==> config.mk <==
export PLATFORM = sky130hd
export DESIGN_NAME = dmem_arbiter_flat
export DESIGN_NICKNAME = d
export VERILOG_FILES = /design/src/rtl/dmem_arbiter_if.sv /design/src/rtl/dmem_arbiter.sv /design/src/flat_wrapper.sv
export SDC_FILE = /design/constraint.sdc
export NUM_CORES = 1
export LEC_CHECK = 0
export ABC_CLOCK_PERIOD_IN_PS = 2800
export CORE_MARGIN = 2
export CORE_UTILIZATION = 32
export DETAILED_ROUTE_END_ITERATION = 16
export GPL_TIMING_DRIVEN = 0
export HOLD_SLACK_MARGIN = 0.03
export PLACE_DENSITY_LB_ADDON = 0.3
export SYNTH_ARGS = -nofsm -noshare
export SYNTH_HDL_FRONTEND = slang
export SYNTH_SLANG_ARGS = --single-unit
export TNS_END_PERCENT = 100
==> constraint.sdc <==
create_clock -name clk -period 2.8 [get_ports clk]
set_input_delay 0.84 -clock clk [delete_from_list [all_inputs] [get_ports clk]]
set_output_delay 0.84 -clock clk [all_outputs]
set_load 0.02 [all_outputs]
==> src/rtl/dmem_arbiter_if.sv <==
// rtl/dmem_arbiter_if.sv - requester ports and memory-side signals of dmem_arbiter
interface dmem_arbiter_if;
  logic        req0, req1;
  logic        we0, we1;
  logic [31:0] addr0, addr1;
  logic [31:0] wdata0, wdata1;
  logic        gnt0, gnt1;
  logic        rvalid0, rvalid1;
  logic [31:0] rdata0, rdata1;
  logic        err0, err1;
  logic        mem_write, mem_read;
  logic [31:0] mem_addr, mem_wdata;
  logic [31:0] mem_rdata;

  modport slave (
    input  req0, req1, we0, we1, addr0, addr1, wdata0, wdata1, mem_rdata,
    output gnt0, gnt1, rvalid0, rvalid1, rdata0, rdata1, err0, err1,
    output mem_write, mem_read, mem_addr, mem_wdata
  );

  modport master (
    output req0, req1, we0, we1, addr0, addr1, wdata0, wdata1, mem_rdata,
    input  gnt0, gnt1, rvalid0, rvalid1, rdata0, rdata1, err0, err1,
    input  mem_write, mem_read, mem_addr, mem_wdata
  );
endinterface

==> src/rtl/dmem_arbiter.sv <==
// rtl/dmem_arbiter.sv - two-port arbiter/sequencer for the single-port word data memory
module dmem_arbiter #(
  parameter int unsigned MEM_BYTES  = 1024,
  parameter bit          FIXED_PRIO = 1'b0
) (
  input  logic           clk,
  input  logic           reset_n,
  dmem_arbiter_if.slave  bus
);

  typedef enum logic {IDLE = 1'b0, BUSY = 1'b1} state_t;

  localparam logic [31:0] MAX_ADDR = 32'(MEM_BYTES - 32'd4);

  state_t      state_q, state_d;
  logic        last1_q;
  logic        cmd_port_q, cmd_we_q, cmd_err_q;
  logic [31:0] cmd_addr_q, cmd_wdata_q;
  logic        gnt0_q, gnt1_q, rvalid0_q, rvalid1_q, err0_q, err1_q;
  logic [31:0] rdata0_q, rdata1_q;

  logic        any_req, win1, sel_we, sel_err;
  logic [31:0] sel_addr, sel_wdata, resp_data;

  // last1_q remembers the most recent grant; a tie goes to the other port
  always_comb begin
    any_req = bus.req0 | bus.req1;
    if (bus.req0 && bus.req1) begin
      win1 = FIXED_PRIO ? 1'b0 : ~last1_q;
    end else begin
      win1 = bus.req1;
    end
    sel_we    = win1 ? bus.we1    : bus.we0;
    sel_addr  = win1 ? bus.addr1  : bus.addr0;
    sel_wdata = win1 ? bus.wdata1 : bus.wdata0;
    sel_err   = (sel_addr[1:0] != 2'b00) || (sel_addr > MAX_ADDR);
    resp_data = (!cmd_we_q && !cmd_err_q) ? bus.mem_rdata : 32'h0;
  end

  always_ff @(posedge clk or negedge reset_n) begin
    if (!reset_n) begin
      state_q <= IDLE;
    end else begin
      state_q <= state_d;
    end
  end

  always_comb begin
    state_d = state_q;
    case (state_q)
      IDLE:    if (any_req) state_d = BUSY;
      BUSY:    state_d = IDLE;
      default: state_d = IDLE;
    endcase
  end

  // Memory strobes come straight from state so an async reset drops them at once
  always_comb begin
    bus.mem_write = 1'b0;
    bus.mem_read  = 1'b0;
    bus.mem_addr  = 32'h0;
    bus.mem_wdata = 32'h0;
    if (state_q == BUSY) begin
      bus.mem_write = cmd_we_q & ~cmd_err_q;
      bus.mem_read  = ~cmd_we_q & ~cmd_err_q;
      bus.mem_addr  = cmd_addr_q;
      bus.mem_wdata = cmd_wdata_q;
    end
  end

  always_ff @(posedge clk or negedge reset_n) begin
    if (!reset_n) begin
      last1_q     <= 1'b1;
      cmd_port_q  <= 1'b0;
      cmd_we_q    <= 1'b0;
      cmd_err_q   <= 1'b0;
      cmd_addr_q  <= 32'h0;
      cmd_wdata_q <= 32'h0;
      gnt0_q      <= 1'b0;
      gnt1_q      <= 1'b0;
      rvalid0_q   <= 1'b0;
      rvalid1_q   <= 1'b0;
      err0_q      <= 1'b0;
      err1_q      <= 1'b0;
      rdata0_q    <= 32'h0;
      rdata1_q    <= 32'h0;
    end else begin
      gnt0_q    <= 1'b0;
      gnt1_q    <= 1'b0;
      rvalid0_q <= 1'b0;
      rvalid1_q <= 1'b0;
      if (state_q == IDLE && any_req) begin
        cmd_port_q  <= win1;
        cmd_we_q    <= sel_we;
        cmd_err_q   <= sel_err;
        cmd_addr_q  <= sel_addr;
        cmd_wdata_q <= sel_wdata;
        last1_q     <= win1;
        gnt0_q      <= ~win1;
        gnt1_q      <= win1;
      end
      if (state_q == BUSY) begin
        if (cmd_port_q) begin
          rvalid1_q <= 1'b1;
          rdata1_q  <= resp_data;
          err1_q    <= cmd_err_q;
        end else begin
          rvalid0_q <= 1'b1;
          rdata0_q  <= resp_data;
          err0_q    <= cmd_err_q;
        end
      end
    end
  end

  assign bus.gnt0    = gnt0_q;
  assign bus.gnt1    = gnt1_q;
  assign bus.rvalid0 = rvalid0_q;
  assign bus.rvalid1 = rvalid1_q;
  assign bus.rdata0  = rdata0_q;
  assign bus.rdata1  = rdata1_q;
  assign bus.err0    = err0_q;
  assign bus.err1    = err1_q;

endmodule

==> src/flat_wrapper.sv <==
// flat-port wrapper written by rule: the top's interface ports become plain ports
module dmem_arbiter_flat 
#(
  parameter int unsigned MEM_BYTES  = 1024,
  parameter bit          FIXED_PRIO = 1'b0
)
  (clk, reset_n, bus_req0, bus_req1, bus_we0, bus_we1, bus_addr0, bus_addr1, bus_wdata0, bus_wdata1, bus_mem_rdata, bus_gnt0, bus_gnt1, bus_rvalid0, bus_rvalid1, bus_rdata0, bus_rdata1, bus_err0, bus_err1, bus_mem_write, bus_mem_read, bus_mem_addr, bus_mem_wdata);
  dmem_arbiter_if bus_i ();
  input  logic clk;
  input  logic reset_n;
  input wire logic [$bits(bus_i.req0)-1:0] bus_req0;
  input wire logic [$bits(bus_i.req1)-1:0] bus_req1;
  input wire logic [$bits(bus_i.we0)-1:0] bus_we0;
  input wire logic [$bits(bus_i.we1)-1:0] bus_we1;
  input wire logic [$bits(bus_i.addr0)-1:0] bus_addr0;
  input wire logic [$bits(bus_i.addr1)-1:0] bus_addr1;
  input wire logic [$bits(bus_i.wdata0)-1:0] bus_wdata0;
  input wire logic [$bits(bus_i.wdata1)-1:0] bus_wdata1;
  input wire logic [$bits(bus_i.mem_rdata)-1:0] bus_mem_rdata;
  output wire logic [$bits(bus_i.gnt0)-1:0] bus_gnt0;
  output wire logic [$bits(bus_i.gnt1)-1:0] bus_gnt1;
  output wire logic [$bits(bus_i.rvalid0)-1:0] bus_rvalid0;
  output wire logic [$bits(bus_i.rvalid1)-1:0] bus_rvalid1;
  output wire logic [$bits(bus_i.rdata0)-1:0] bus_rdata0;
  output wire logic [$bits(bus_i.rdata1)-1:0] bus_rdata1;
  output wire logic [$bits(bus_i.err0)-1:0] bus_err0;
  output wire logic [$bits(bus_i.err1)-1:0] bus_err1;
  output wire logic [$bits(bus_i.mem_write)-1:0] bus_mem_write;
  output wire logic [$bits(bus_i.mem_read)-1:0] bus_mem_read;
  output wire logic [$bits(bus_i.mem_addr)-1:0] bus_mem_addr;
  output wire logic [$bits(bus_i.mem_wdata)-1:0] bus_mem_wdata;
  assign bus_i.req0 = bus_req0;
  assign bus_i.req1 = bus_req1;
  assign bus_i.we0 = bus_we0;
  assign bus_i.we1 = bus_we1;
  assign bus_i.addr0 = bus_addr0;
  assign bus_i.addr1 = bus_addr1;
  assign bus_i.wdata0 = bus_wdata0;
  assign bus_i.wdata1 = bus_wdata1;
  assign bus_i.mem_rdata = bus_mem_rdata;
  assign bus_gnt0 = bus_i.gnt0;
  assign bus_gnt1 = bus_i.gnt1;
  assign bus_rvalid0 = bus_i.rvalid0;
  assign bus_rvalid1 = bus_i.rvalid1;
  assign bus_rdata0 = bus_i.rdata0;
  assign bus_rdata1 = bus_i.rdata1;
  assign bus_err0 = bus_i.err0;
  assign bus_err1 = bus_i.err1;
  assign bus_mem_write = bus_i.mem_write;
  assign bus_mem_read = bus_i.mem_read;
  assign bus_mem_addr = bus_i.mem_addr;
  assign bus_mem_wdata = bus_i.mem_wdata;
  dmem_arbiter #(.MEM_BYTES(MEM_BYTES), .FIXED_PRIO(FIXED_PRIO)) u_core (.clk(clk), .reset_n(reset_n), .bus(bus_i));
endmodule
Word-level counts from Yosys, hierarchy flattened
Cells that the tools add are included.
{ "totals": {"latch_bits": 0, "word_cells": 51, "out_inout_bits": 136, "register_bits": 139, "mem_bits_rw": 0, "romBits": 0, "memories": 0, "in_bits": 166} }
{ "op_classes": {"shifts": 0, "div": 0, "n_mul": 0, "mux": 17, "n_addsub": 0, "eq_ne": 0, "order_cmp": 1, "n_bitwise": 9, "n_reduce_logical": 9} }
{ "ops": {"columns": ["cell", "n"], "rows": [
  ["32-bit 2-to-1 mux", 5],
  ["32-bit by 10-bit > comparator with 1-bit output (second input constant)", 1],
  ["1-bit 2-to-1 mux", 11],
  ["1-bit inverter", 6],
  ["2-bit AND reduction", 2],
  ["1-bit logical AND", 3],
  ["1-bit bitwise AND", 2],
  ["1-bit logical NOT", 2],
  ["1-bit case mux with 2 select lines", 1],
  ["2-bit nonzero test", 1],
  ["1-bit logical OR", 1],
  ["1-bit bitwise OR", 1]
]} }

Longest topological paths before layout
Gate-level depths: netlist (run 1).
{ "logic_depth": {"word_depth": 5, "depth_mapped": 8, "ltp_nobuf": 4} }

Worst setup path before layout (run 1)
Ideal clock, no wire load.
{ "synth_path": {"kind": "reg2out", "start": "register u_core.cmd_err_q", "end": "output port bus_mem_read", "stages_incl_launch_ff": 4, "setup_slack_ns": 0.767, "path_buffers": 1, "t_arrival_ns": 1.193, "required_ns": 1.960, "cell_sequence": "dfrtp_1 > nor2_1 > clkbuf_1 > and2_1"} }
{ "synth_between": {"elab_chain_cells": 3} }
{ "synth_lines": {"columns": ["element", "line_no", "source"], "rows": [
  ["start, declared", "dmem_arbiter.sv:17", "logic cmd_port_q, cmd_we_q, cmd_err_q;"],
  ["start signal, assigned", "dmem_arbiter.sv:95", "cmd_err_q <= sel_err;"],
  ["1-bit inverter", "dmem_arbiter.sv:65", "bus.mem_read = ~cmd_we_q & ~cmd_err_q;"],
  ["1-bit bitwise AND", "dmem_arbiter.sv:65", null],
  ["1-bit 2-to-1 mux", "dmem_arbiter.sv:63", "if (state_q == BUSY) begin"],
  ["end, declared", "flat_wrapper.sv:29", "output wire logic [$bits(bus_i.mem_read)-1:0] bus_mem_read;"]
]} }
Every way passes these cells.

Final worst setup path (run 1)
{ "layout_path": {"start": "register u_core.state_q", "end": "output port bus_mem_addr[11]"} }
{ "layout_between": {"elab_chain_cells": 1} }
{ "layout_lines": {"columns": ["element", "line_no", "source"], "rows": [
  ["start, declared", "dmem_arbiter.sv:15", "state_t state_q, state_d;"],
  ["start signal, assigned", "dmem_arbiter.sv:44", "state_q <= state_d;"],
  ["32-bit 2-to-1 mux", "dmem_arbiter.sv:63", null],
  ["end, declared", "flat_wrapper.sv:30", "output wire logic [$bits(bus_i.mem_addr)-1:0] bus_mem_addr;"]
]} }
Every way passes these cells.

==> results of run 1 <==
critical path: stages (launching register included):
cell and delay (ps):
dfrtp_1 320, buf_4 180, clkbuf_4 220, and2_1 150, clkdlybuf4s50_1 600
per-layer routing:
layer / track usage (%) / vias up / wire, um
li1: - / 2858 / -
met2: 34.93 / 250 / 10200
met3: 6.986 / 37 / 1716
met5: 0 / - / 12
met4: 7.632 / 2 / 528
met1: 26.04 / 2868 / 8907
worst min-delay path by stage:
stage | endpoint | startpoint | slack, ps
finish | u_core.bus.rdata1[30]$_DFFE_PN0P_ | reset_n | 390
detailed placement | u_core.cmd_wdata_q[19]$_DFFE_PN0P_ | u_core.cmd_wdata_q[19]$_DFFE_PN0P_ | 470
floorplan | u_core.cmd_wdata_q[0]$_DFFE_PN0P_ | u_core.cmd_wdata_q[0]$_DFFE_PN0P_ | 450
global route | u_core.bus.rdata1[30]$_DFFE_PN0P_ | reset_n | 450
CTS | u_core.bus.rdata1[30]$_DFFE_PN0P_ | reset_n | 420
global placement | u_core.bus.rdata1[18]$_DFFE_PN0P_ | u_core.bus.rdata1[18]$_DFFE_PN0P_ | 460
sequential cells by signal (all words and copies together) (netlist names):
name,cells
u_core.bus.rdata0,32
u_core.bus.rdata1,32
u_core.cmd_addr_q,32
u_core.cmd_wdata_q,32
u_core.bus.err0,1
u_core.bus.err1,1
u_core.bus.gnt0,1
u_core.bus.gnt1,1
u_core.bus.rvalid0,1
u_core.bus.rvalid1,1
u_core.cmd_err_q,1
u_core.cmd_port_q,1
u_core.cmd_we_q,1
u_core.last1_q,1
u_core.state_q,1
synth_stat cells:
cell type  number
or4_4           1
a222oi_1       31
clkbuf_1       34
dfrtp_1       138
nor3_2          1
nand2_1       162
o32a_1          1
or4_1           1
mux2_2          2
a21boi_2        1
buf_2          10
inv_2           1
inv_1          34
nor3b_1         2
a31oi_1        34
o21ai_0        65
a21bo_2         1
nor2_4          1
o32ai_1         1
buf_1           1
nor4_1          8
a221o_1         2
and2_1         65
nor3_1          2
dfstp_2         1
o21bai_1        1
nor2_1         36
buf_4           4
a21o_1          2
and4_1          2
nor2b_1         1
nand2b_1        1
power groups by stage:
| stage | clock [mW] | sequential [mW] | combinational (mW) |
|---|---|---|---|
| floorplan | 0 | 2.35 | 0.731 |
| global placement | 0 | 2.38 | 1.51 |
| CTS | 2.27 | 2.35 | 1.48 |
| detailed placement | 0 | 2.38 | 1.53 |
| finish | 2.23 | 2.35 | 1.45 |
| global route | 2.36 | 2.37 | 1.58 |
final cells by class:
cell class	count	area (um2)	share of cell area, %
buffer	49	245.2	2.450
clock buffer	17	425.4	4.250
clock inverter	15	151.4	1.512
inverter	35	131.4	1.313
multi-input combinational	424	2256	22.54
sequential	139	3481	34.78
tap	234	292.8	2.925
timing repair buffer	302	3027	30.24
cell families after synthesis:
family	after synthesis
AND/OR/NAND/NOR	283
AO/OA/AOI/OAI	139
flip-flops	139
buffers and inverters	84
multiplexers	2
what timing repair did:
| action | 4_1_cts | 5_1_grt |
|---|---|---|
| setup endpoints to repair | 66 | 32 |
| gates resized for setup | 58 | 20 |
| endpoints found under the hold margin | 0 | 0 |
| hold buffers | 0 | 0 |
| pin swaps | 0 | 0 |
| buffers inserted | 0 | 0 |
per-stage QoR:
step                      area (um2)  power, mW  worst slack (ps)  utilization [%]  instances
after CTS                       9968      6.093             2.657            53.47       1215
after global routing           10010      6.322           0.05485            53.69       1215
after detailed placement        9405      3.903            -251.6            50.45       1183
after floorplan                 6071      3.083             766.6                -        647
final                          10010      6.028             69.81            53.69       1215
after global placement          9376      3.887             -4869            50.30       1182
==> impl_metrics.toml, run 1 <==
[outcome]
outcome = "finished clean"

[drt]
postRouteWirelength_um = 21360
vias = 6015
avgViaCountPerCell = 4.951
wire_per_inst_um = 17.58
drt_iter0_drc = 323
drc = 0
ant_nets = 0
first_pass_iters = 5

[synth]
yosysTopAreaCellShare_pct = 56.88
yosys_warnings = 0
ys_ff_latch = 139
netlist_top_cells_area = "dfrtp_1 (57%), nand2_1 (10%), and2_1 (6.7%)"
syn_inst = 647
synthXorXnorAreaFrac_pct = 0
synth_cell_types = 32
synth.cell_area_um2 = 6071
avgSynthCellArea_um2 = 9.383
muxShareOfSynthArea_pct = 0.3710
yosys.area.top_type = "dfrtp_1"
synth-seq-area-share_pct = 57.32
synth_top_family_by_area = "simple AND/OR/NAND/NOR gates"
synthAdderAreaFrac_pct = 0
synth_nets = 813
synth_compound_area_share_pct = 15.33
synthSimpleGateAreaFrac_pct = 21.33

[floorplanning]
rows = 50
placeableCoreArea_um2 = 18640
die_h_um = 141.7
top_level_ports = 302
initial_core_util_pct = 32.56
die_x_um = 141.7
dieArea_um2 = 20090

[sta]
period_share_pct = 97.51
worstMarginPinSlew_ps = 624.8
skew_ps = 8.870
finalSetupTns_ps = 0
rsz0062_at_grt = "true"
hold_violations = 0
relSlewSlack_pct = 58.35
max_freq_ghz = 0.3663
finalCriticalPeriod_ps = 2730
drv_slew = 0
setup_viol = 0
holdWs_ps = 388.8

[cells_and_area]
fill_cells = 1706
diodes = 0
layout.cells.most_common = "clkdlybuf4s50_1"
syn_to_final_growth_pct = 64.88
layout_common_cells = "clkdlybuf4s50_1 (245), nand2_1 (162), dfrtp_1 (137)"
drive_gt1_share_pct = 6.830
fin_nets = 1134

[critical_path]
r2r_end = "u_core.cmd_addr_q[24]$_DFFE_PN0P_"
crit_path_start_kind = "flop"
r2r_cells = 5
worstReg2RegStart = "u_core.last1_q$_DFFE_PN1P_"
worstSetupPathType = "reg -> out"
crit_fanout = 10
crit_arrival_ps = 1890
required_ps = 1960
crit_start = "u_core.state_q$_DFF_PN0_"
endpoint = "bus_mem_addr[11]"
critPathCaptureType = "output port"
r2r_slack_ps = 950

[clocking]
cts_sinks = 139
cts_tree = "built"
clkLatencyLatePin_ps = 420
cts_max_level = 4
clockBufferDepth = 2
cts_buffers = 17
path_clk_slew_ps = 60
clockRootBuffer = "clkbuf_16"

[job]
max_cap_violations = 0

[placement]
place_hpwl_um = 15930
place.gp.congestion = 0.8767
portBuffers = 301

[min_path]
worstHoldPathType = "in -> async"

[power_and_ir_drop]
p_switching_mw = 1.877
switching_share_pct = 31.14
power_density_nw_per_um2 = 602.2
leakage_nw = 4.594
irDropWorstVdd_v = 0.0004212
clockPowerShare_pct = 37.0
pwr-share-seq_pct = 39.0
p_comb_share_pct = 24.1
p_int_mw = 4.151

[global_route]
grt_pass1_vias = 6113
grt-ovfl-total = 0
grt_pass1_wl_um = 33030
track_usage_pct = 21.18
grt_antenna_before_repair = 1
grt_max_degree = 79
Note: power is estimated with default switching activity, not from simulation.
==> run 2: changes to the inputs <==
--- a/config.mk
+++ b/config.mk
@@ -7,7 +7,7 @@
 export LEC_CHECK = 0
 export ABC_CLOCK_PERIOD_IN_PS = 2800
 export CORE_MARGIN = 2
-export CORE_UTILIZATION = 32
+export CORE_UTILIZATION = 30
 export DETAILED_ROUTE_END_ITERATION = 16
 export GPL_TIMING_DRIVEN = 0
 export HOLD_SLACK_MARGIN = 0.03
==> impl_metrics.toml, run 2 (synthesis results as in run 1) <==
[critical_path]
crit_path_start_kind = "flop"
crit_fanout = 10
slowest_stage = "clkdlybuf4s50_1"
path_cells = "buf_4 -> clkbuf_4 -> and2_1 -> clkdlybuf4s50_1"
crit_buf_inv = 3
crit_arrival_ps = 1890
required_ps = 1960
crit_family = "buffers and inverters"
critPathCaptureType = "output port"
crit_path_max_incr_delay_ps = 600
worstSetupPathType = "reg -> out"

[clocking]
cts_sinks = 139
cts_max_level = 4
holdBufCountCts = 0
cts_buffers = 17
cts_setup_buffers = 0
clkLatencyLatePin_ps = 420
cts_resized = 60
clockRootBuffer = "clkbuf_16"
cts_tree = "built"
clockBufferDepth = 2
path_clk_slew_ps = 60

[job]
max_cap_violations = 0

[drt]
wire_per_inst_um = 17.55
avgViaCountPerCell = 4.791
first_pass_iters = 7
vias = 5994
drt_iter0_drc = 330
drc = 0
postRouteWirelength_um = 21950
ant_nets = 0

[global_route]
grt_pass1_vias = 6117
grt_max_degree = 81
grt_pass1_wl_um = 34040
track_usage_pct = 20.41
grt_antenna_before_repair = 0
grt-ovfl-total = 0

[placement]
place_area_um2 = 9450
place_ws_ps = -355.5
portBuffers = 301
place_hpwl_um = 16430
place.gp.congestion = 0.8593

[cells_and_area]
fin_nets = 1134
drive_gt1_share_pct = 6.830
final-seq-area_um2 = 3481
final_cell_area_um2 = 10150
syn_to_final_growth_pct = 67.13
fill_cells = 1976
layout_common_cells = "clkdlybuf4s50_1 (236), nand2_1 (162), dfrtp_1 (137)"
layout.cells.most_common = "clkdlybuf4s50_1"
diodes = 0
multi_input_area_um2 = 2256

[floorplanning]
dieArea_um2 = 21390
top_level_ports = 302
rows = 52
die_x_um = 146.3
initial_core_util_pct = 30.29
placeableCoreArea_um2 = 20040
die_h_um = 146.3

[sta]
drv_slew = 0
rsz0062_at_grt = "false"
max_freq_ghz = 0.3666
worst_slack_ps = 72.02
relSlewSlack_pct = 52.62
hold_violations = 0
skew_ps = 14.27
worstMarginPinSlew_ps = 708.1
setup_viol = 0
period_share_pct = 97.43
finalSetupTns_ps = 0
finalCriticalPeriod_ps = 2728

[outcome]
outcome = "finished clean"

[power_and_ir_drop]
pwr-share-seq_pct = 37.3
p_int_mw = 4.430
clockPowerShare_pct = 39.7
power_density_nw_per_um2 = 620.8
leakage_nw = 4.740
p_switching_mw = 1.869
irDropWorstVdd_v = 0.0003608
switching_share_pct = 29.67
p_comb_share_pct = 23.0

[min_path]
worstHoldPathType = "in -> async"
-- run 2: power groups by stage --
stage                     combinational, mW  sequential, mW  clock (mW)
final                                  1.45            2.35        2.50
after global routing                   1.58            2.37        2.63
after CTS                              1.48            2.35        2.56
after detailed placement               1.53            2.38           0
after global placement                 1.52            2.37           0
after floorplan                       0.731            2.35           0
-- run 2: final timing paths --
check | start | endpoint | slack (ps) | cells after the start
hold reg to reg | u_core.bus.rdata0[12]$_DFFE_PN0P_ | u_core.bus.rdata0[12]$_DFFE_PN0P_ | 480 | 2
setup reg to reg | u_core.last1_q$_DFFE_PN1P_ | u_core.cmd_addr_q[22]$_DFFE_PN0P_ | 940 | 5
min in group clk | u_core.bus.rdata0[12]$_DFFE_PN0P_ | u_core.bus.rdata0[12]$_DFFE_PN0P_ | 480 | 2
max in group asynchronous | reset_n | u_core.last1_q$_DFFE_PN1P_ | 1570 | 2
setup / recovery | u_core.state_q$_DFF_PN0_ | bus_mem_wdata[22] | 70 | 4
hold / removal | reset_n | u_core.bus.rvalid0$_DFF_PN0_ | 400 | 1
-- run 2: cell type report --
class | count | share of cell area [%]
plain buffers | 49 | 2.442
clock buffers | 18 | 4.329
clock inverters | 14 | 2.047
inverters | 35 | 1.295
multi-input cells | 424 | 22.23
flip-flops and latches | 139 | 34.31
well taps | 270 | 3.330
repair buffers | 302 | 30.02
-- run 2: worst reg2reg max path: cells and delay by family, from the launching register on --
| kind | cells | cell delay (ps) |
|---|---|---|
| AND/OR/NAND/NOR | 1 | 120 |
| buffers and inverters | 2 | 730 |
| AO/OA/AOI/OAI | 2 | 360 |
| flip-flops | 1 | 560 |
-- run 2: stage by stage --
step	utilization (%)	std cells	hold slack [ps]	total power, mW
2_1_floorplan	-	647	448.2	3.083
3_3_place_gp	47.02	1218	461.1	3.895
3_5_place_dp	47.16	1219	464.0	3.911
4_1_cts	50.32	1251	416.0	6.384
5_1_grt	50.63	1251	431.5	6.585
6_report	50.63	1251	395.0	6.299
-- run 2: per-layer routing --
metal | part of all wire (%) | GRT usage [%] | vias to the layer above | wire length [um]
met2 | 49 | 33.49 | 258 | 10670
met4 | 1.5 | 6.117 | 0 | 340
met3 | 8.5 | 6.313 | 23 | 1862
met1 | 41 | 26.04 | 2864 | 9078
li1 | - | - | 2849 | -
met5 | 0 | 0 | - | 0
==> run 3: changes to the inputs <==
--- a/config.mk
+++ b/config.mk
@@ -8,6 +8,8 @@
 export ABC_CLOCK_PERIOD_IN_PS = 2800
 export CORE_MARGIN = 2
 export CORE_UTILIZATION = 30
+export CTS_BUF_LIST = sky130_fd_sc_hd__clkbuf_16
+export CTS_CLUSTER_SIZE = 24
 export DETAILED_ROUTE_END_ITERATION = 16
 export GPL_TIMING_DRIVEN = 0
 export HOLD_SLACK_MARGIN = 0.03
==> impl_metrics.toml, run 3 (synthesis results as in run 1) <==
[sta]
drv_slew = 0
rsz0062_at_grt = "false"
setup_viol = 0
skew_ps = 14.27
finalCriticalPeriod_ps = 2727
max_freq_ghz = 0.3667
relSlewSlack_pct = 52.89
period_share_pct = 97.39
worstMarginPinSlew_ps = 704.0
hold_violations = 0
worst_slack_ps = 73.07

[floorplanning]
placeableCoreArea_um2 = 20040
top_level_ports = 302
die_x_um = 146.3
rows = 52
initial_core_util_pct = 30.29
die_h_um = 146.3
dieArea_um2 = 21390

[critical_path]
critPathCaptureType = "output port"
crit_arrival_ps = 1890
r2r_cells = 5
crit_fanout = 10
required_ps = 1960
worstSetupPathType = "reg -> out"
crit_path_start_kind = "flop"

[cells_and_area]
layout_common_cells = "clkdlybuf4s50_1 (236), nand2_1 (162), dfrtp_1 (137)"
fill_cells = 1977
finish.utilization_pct = 50.58
fin_nets = 1134
final-seq-area_um2 = 3481
final_cell_area_um2 = 10140
multi_input_area_um2 = 2256
diodes = 0
fin_cells = 1251
layout.cells.most_common = "clkdlybuf4s50_1"
syn_to_final_growth_pct = 66.96
drive_gt1_share_pct = 6.728

[placement]
placedCellCount = 1219
portBuffers = 301
place_ws_ps = -355.5
place_area_um2 = 9450
place_hpwl_um = 16430
place.gp.congestion = 0.8593

[job]
max_cap_violations = 0

[power_and_ir_drop]
leakage_nw = 4.735
power_density_nw_per_um2 = 618.6
irDropWorstVdd_v = 0.0003608

[drt]
avgViaCountPerCell = 4.791
vias = 5994
drc = 0
first_pass_iters = 5
postRouteWirelength_um = 21960
drt_iter0_drc = 330
wire_per_inst_um = 17.55
ant_nets = 0

[clocking]
clkLatencyLatePin_ps = 420
cts_tree = "built"
cts_sinks = 139
cts_setup_buffers = 0
clockRootBuffer = "clkbuf_16"
cts_max_level = 4
cts_buffers = 17
holdBufCountCts = 0
clockBufferDepth = 2
path_clk_slew_ps = 60

[global_route]
grt-ovfl-total = 0
grt_antenna_before_repair = 0
grt_max_degree = 81
grt_pass1_vias = 6117
track_usage_pct = 20.41
grt_pass1_wl_um = 34040

[outcome]
outcome = "finished clean"

[min_path]
worstHoldPathType = "in -> async"
[run 3: layer usage]
metal	vias to the layer above	track usage, %	share of wire (%)
met4	0	6.117	1.5
met5	-	0	0
met3	23	6.313	8.4
met2	255	33.49	49
li1	2849	-	-
met1	2867	26.04	41
[run 3: final cells by class]
| cell class | instances | share of cell area (%) |
|---|---|---|
| sequential | 139 | 34.34 |
| clock buffer | 17 | 4.197 |
| inverter | 35 | 1.296 |
| clock inverter | 15 | 2.086 |
| multi-input combinational | 424 | 22.26 |
| timing repair buffer | 302 | 30.05 |
| tap | 270 | 3.333 |
| buffer | 49 | 2.444 |
[run 3: timing repair]
action / in CTS / in global routing
setup endpoints to repair: 66 / 25
resized for setup: 60 / 27
cloned: 0 / 0
hold endpoints to repair: 0 / 0
[run 3: worst max-delay path, stage by stage (launching register included)]
cell and delay, ps:
dfrtp_1 330, buf_4 200, clkbuf_4 220, and2_1 130
clkdlybuf4s50_1 600
[run 3: worst paths after layout]
kind	startpoint	end	slack, ps
max	u_core.state_q$_DFF_PN0_	bus_mem_wdata[22]	70
min	reset_n	u_core.bus.rvalid0$_DFF_PN0_	400
max reg2reg	u_core.last1_q$_DFFE_PN1P_	u_core.cmd_addr_q[22]$_DFFE_PN0P_	940
min reg2reg	u_core.bus.rdata0[12]$_DFFE_PN0P_	u_core.bus.rdata0[12]$_DFFE_PN0P_	480
max in group asynchronous	reset_n	u_core.last1_q$_DFFE_PN1P_	1570
min in group clk	u_core.bus.rdata0[12]$_DFFE_PN0P_	u_core.bus.rdata0[12]$_DFFE_PN0P_	480
[run 3: stage by stage]
step / power [mW] / setup TNS, ps / hold slack [ps]
final: 6.270 / 0 / 395.9
after global routing: 6.557 / 0 / 432.4
after CTS: 6.356 / 0 / 416.9
after detailed placement: 3.911 / -8709 / 464.0
after global placement: 3.895 / -695550 / 461.1
after floorplan: 3.083 / 0 / 448.2
[run 3: power breakdown]
group          internal (mW)  switching (mW)
registers               2.23           0.116
clock network           1.51           0.962
logic                  0.659           0.789
==> RTL change (config.mk and constraints of run 3) <==
`FIXED_PRIO` is set to 1'b0 in 2 places; all go to 1'b1.
--- a/src/rtl/dmem_arbiter.sv
+++ b/src/rtl/dmem_arbiter.sv
@@ -1,7 +1,7 @@
 // rtl/dmem_arbiter.sv - two-port arbiter/sequencer for the single-port word data memory
 module dmem_arbiter #(
   parameter int unsigned MEM_BYTES  = 1024,
-  parameter bit          FIXED_PRIO = 1'b0
+  parameter bit          FIXED_PRIO = 1'b1
 ) (
   input  logic           clk,
   input  logic           reset_n,
--- a/src/flat_wrapper.sv
+++ b/src/flat_wrapper.sv
@@ -2,7 +2,7 @@
 module dmem_arbiter_flat 
 #(
   parameter int unsigned MEM_BYTES  = 1024,
-  parameter bit          FIXED_PRIO = 1'b0
+  parameter bit          FIXED_PRIO = 1'b1
 )
   (clk, reset_n, bus_req0, bus_req1, bus_we0, bus_we1, bus_addr0, bus_addr1, bus_wdata0, bus_wdata1, bus_mem_rdata, bus_gnt0, bus_gnt1, bus_rvalid0, bus_rvalid1, bus_rdata0, bus_rdata1, bus_err0, bus_err1, bus_mem_write, bus_mem_read, bus_mem_addr, bus_mem_wdata);
   dmem_arbiter_if bus_i ();
Behaviour: not the same (a bounded check fails within 4 cycles, from zero or initial values and one cycle with reset_n low).
==> RTL change against run 3 <==
Fmax rose by 1.5%; clock power fell by 9.3%; sequential power fell by 3%; setup slack improved by 39 ps; sequential share of layout area rose by 0.072 points; combinational power fell by 12%; non-clock buffer count rose by 3; via count rose by 0.72%; critical endpoint is now bus_mem_wdata[19]; design area fell by 0.96%; sequential cell count fell by 1; routed wire length fell by 0.63%; total power fell by 7.8%; synthesized area rose by 0.78%.
==> RTL change: results (changes against run 3) <==
[setup_path]
cp_data_arrival_time_ps=1850  ; -40 ps
reg2reg_slack_ps=1100  ; +160 ps
r2r_cells=4  ; -1
worstReg2RegEnd=u_core.bus.rdata0[24]
cpPeakStageDelay_ps=620  ; +20 ps
cp_max_fo=19  ; +9

[logic_synthesis]
ys_top_cells_by_count=nand2_1, dfrtp_1, o21ai_0
synth.distinct_cells=26  ; -19%
syn_area_per_cell_um2=9.06  ; -3.4%
seq_area_frac_synth_pct=56.4  ; -0.87 points
syn-num-nets=841  ; +3.4%

[power_and_ir_drop]
p_leak_nw=4.35  ; -8.2%
powerSeq_mw=2.27  ; -3%
vdd_drop_max_v=0.000379  ; +5.0%
comb_cell_power_mw=1.27  ; -12%
swShare_pct=28.5  ; -1.3 points

[placement]
post-place-ws_ps=-484  ; -128 ps
routabilityCongestion=0.827  ; -3.7%
portBuffers=300  ; -0.33%

[detailed_routing]
drt_iter0_markers=227  ; -31%

[global_route]
met3_usage_pct=5.34  ; -0.97 points
met1_usage_pct=27.1  ; +1.1 points
grt_pass1_wl_mm=34.6  ; +1.6%
grt_max_degree=72  ; -11%

[timing]
max_slew_margin_pct=56.6  ; +3.8 points
skew_ps=9.12  ; -5.15 ps
hold-worst-slack_ps=428  ; +32.4 ps

[clock_tree]
cts_resized=75  ; +25%

[run_status]
status=finished, final reports clean

[final_layout]
finalNetCount=1160  ; +2.3%
stdcell_count=1276  ; +2.0%

[RTL change: layer usage]
metal  routed length [µm]  up-vias
met3                 1560       17
met2                10600      241
met1                 9410     2868
met5                    0        -
met4                  265        0
li1                     -     2911
[RTL change: layout make-up]
class                           count  area (µm²)  share of cell area, %
Buffer                             53         294                   2.93
Multi-Input combinational cell    479        2390                   23.8
Inverter                            4        20.0                  0.199
Timing Repair Buffer              301        2960                   29.5
Clock inverter                     14         154                   1.53
Sequential cell                   138        3450                   34.4
Clock buffer                       17         425                   4.24
Tap cell                          270         338                   3.37
[RTL change: worst max path at each step]
stage,startpoint,cells past startpoint,slack [ps],end
global placement,reset_n,1,-4830,u_core.cmd_wdata_q[11]
detailed placement,u_core.state_q,4,-480,bus_mem_addr[4]
CTS,u_core.state_q,3,20,bus_mem_wdata[18]
global route,u_core.state_q,3,20,bus_mem_wdata[20]
floorplan,u_core.state_q,4,750,bus_mem_write
finish,u_core.state_q,3,110,bus_mem_wdata[19]
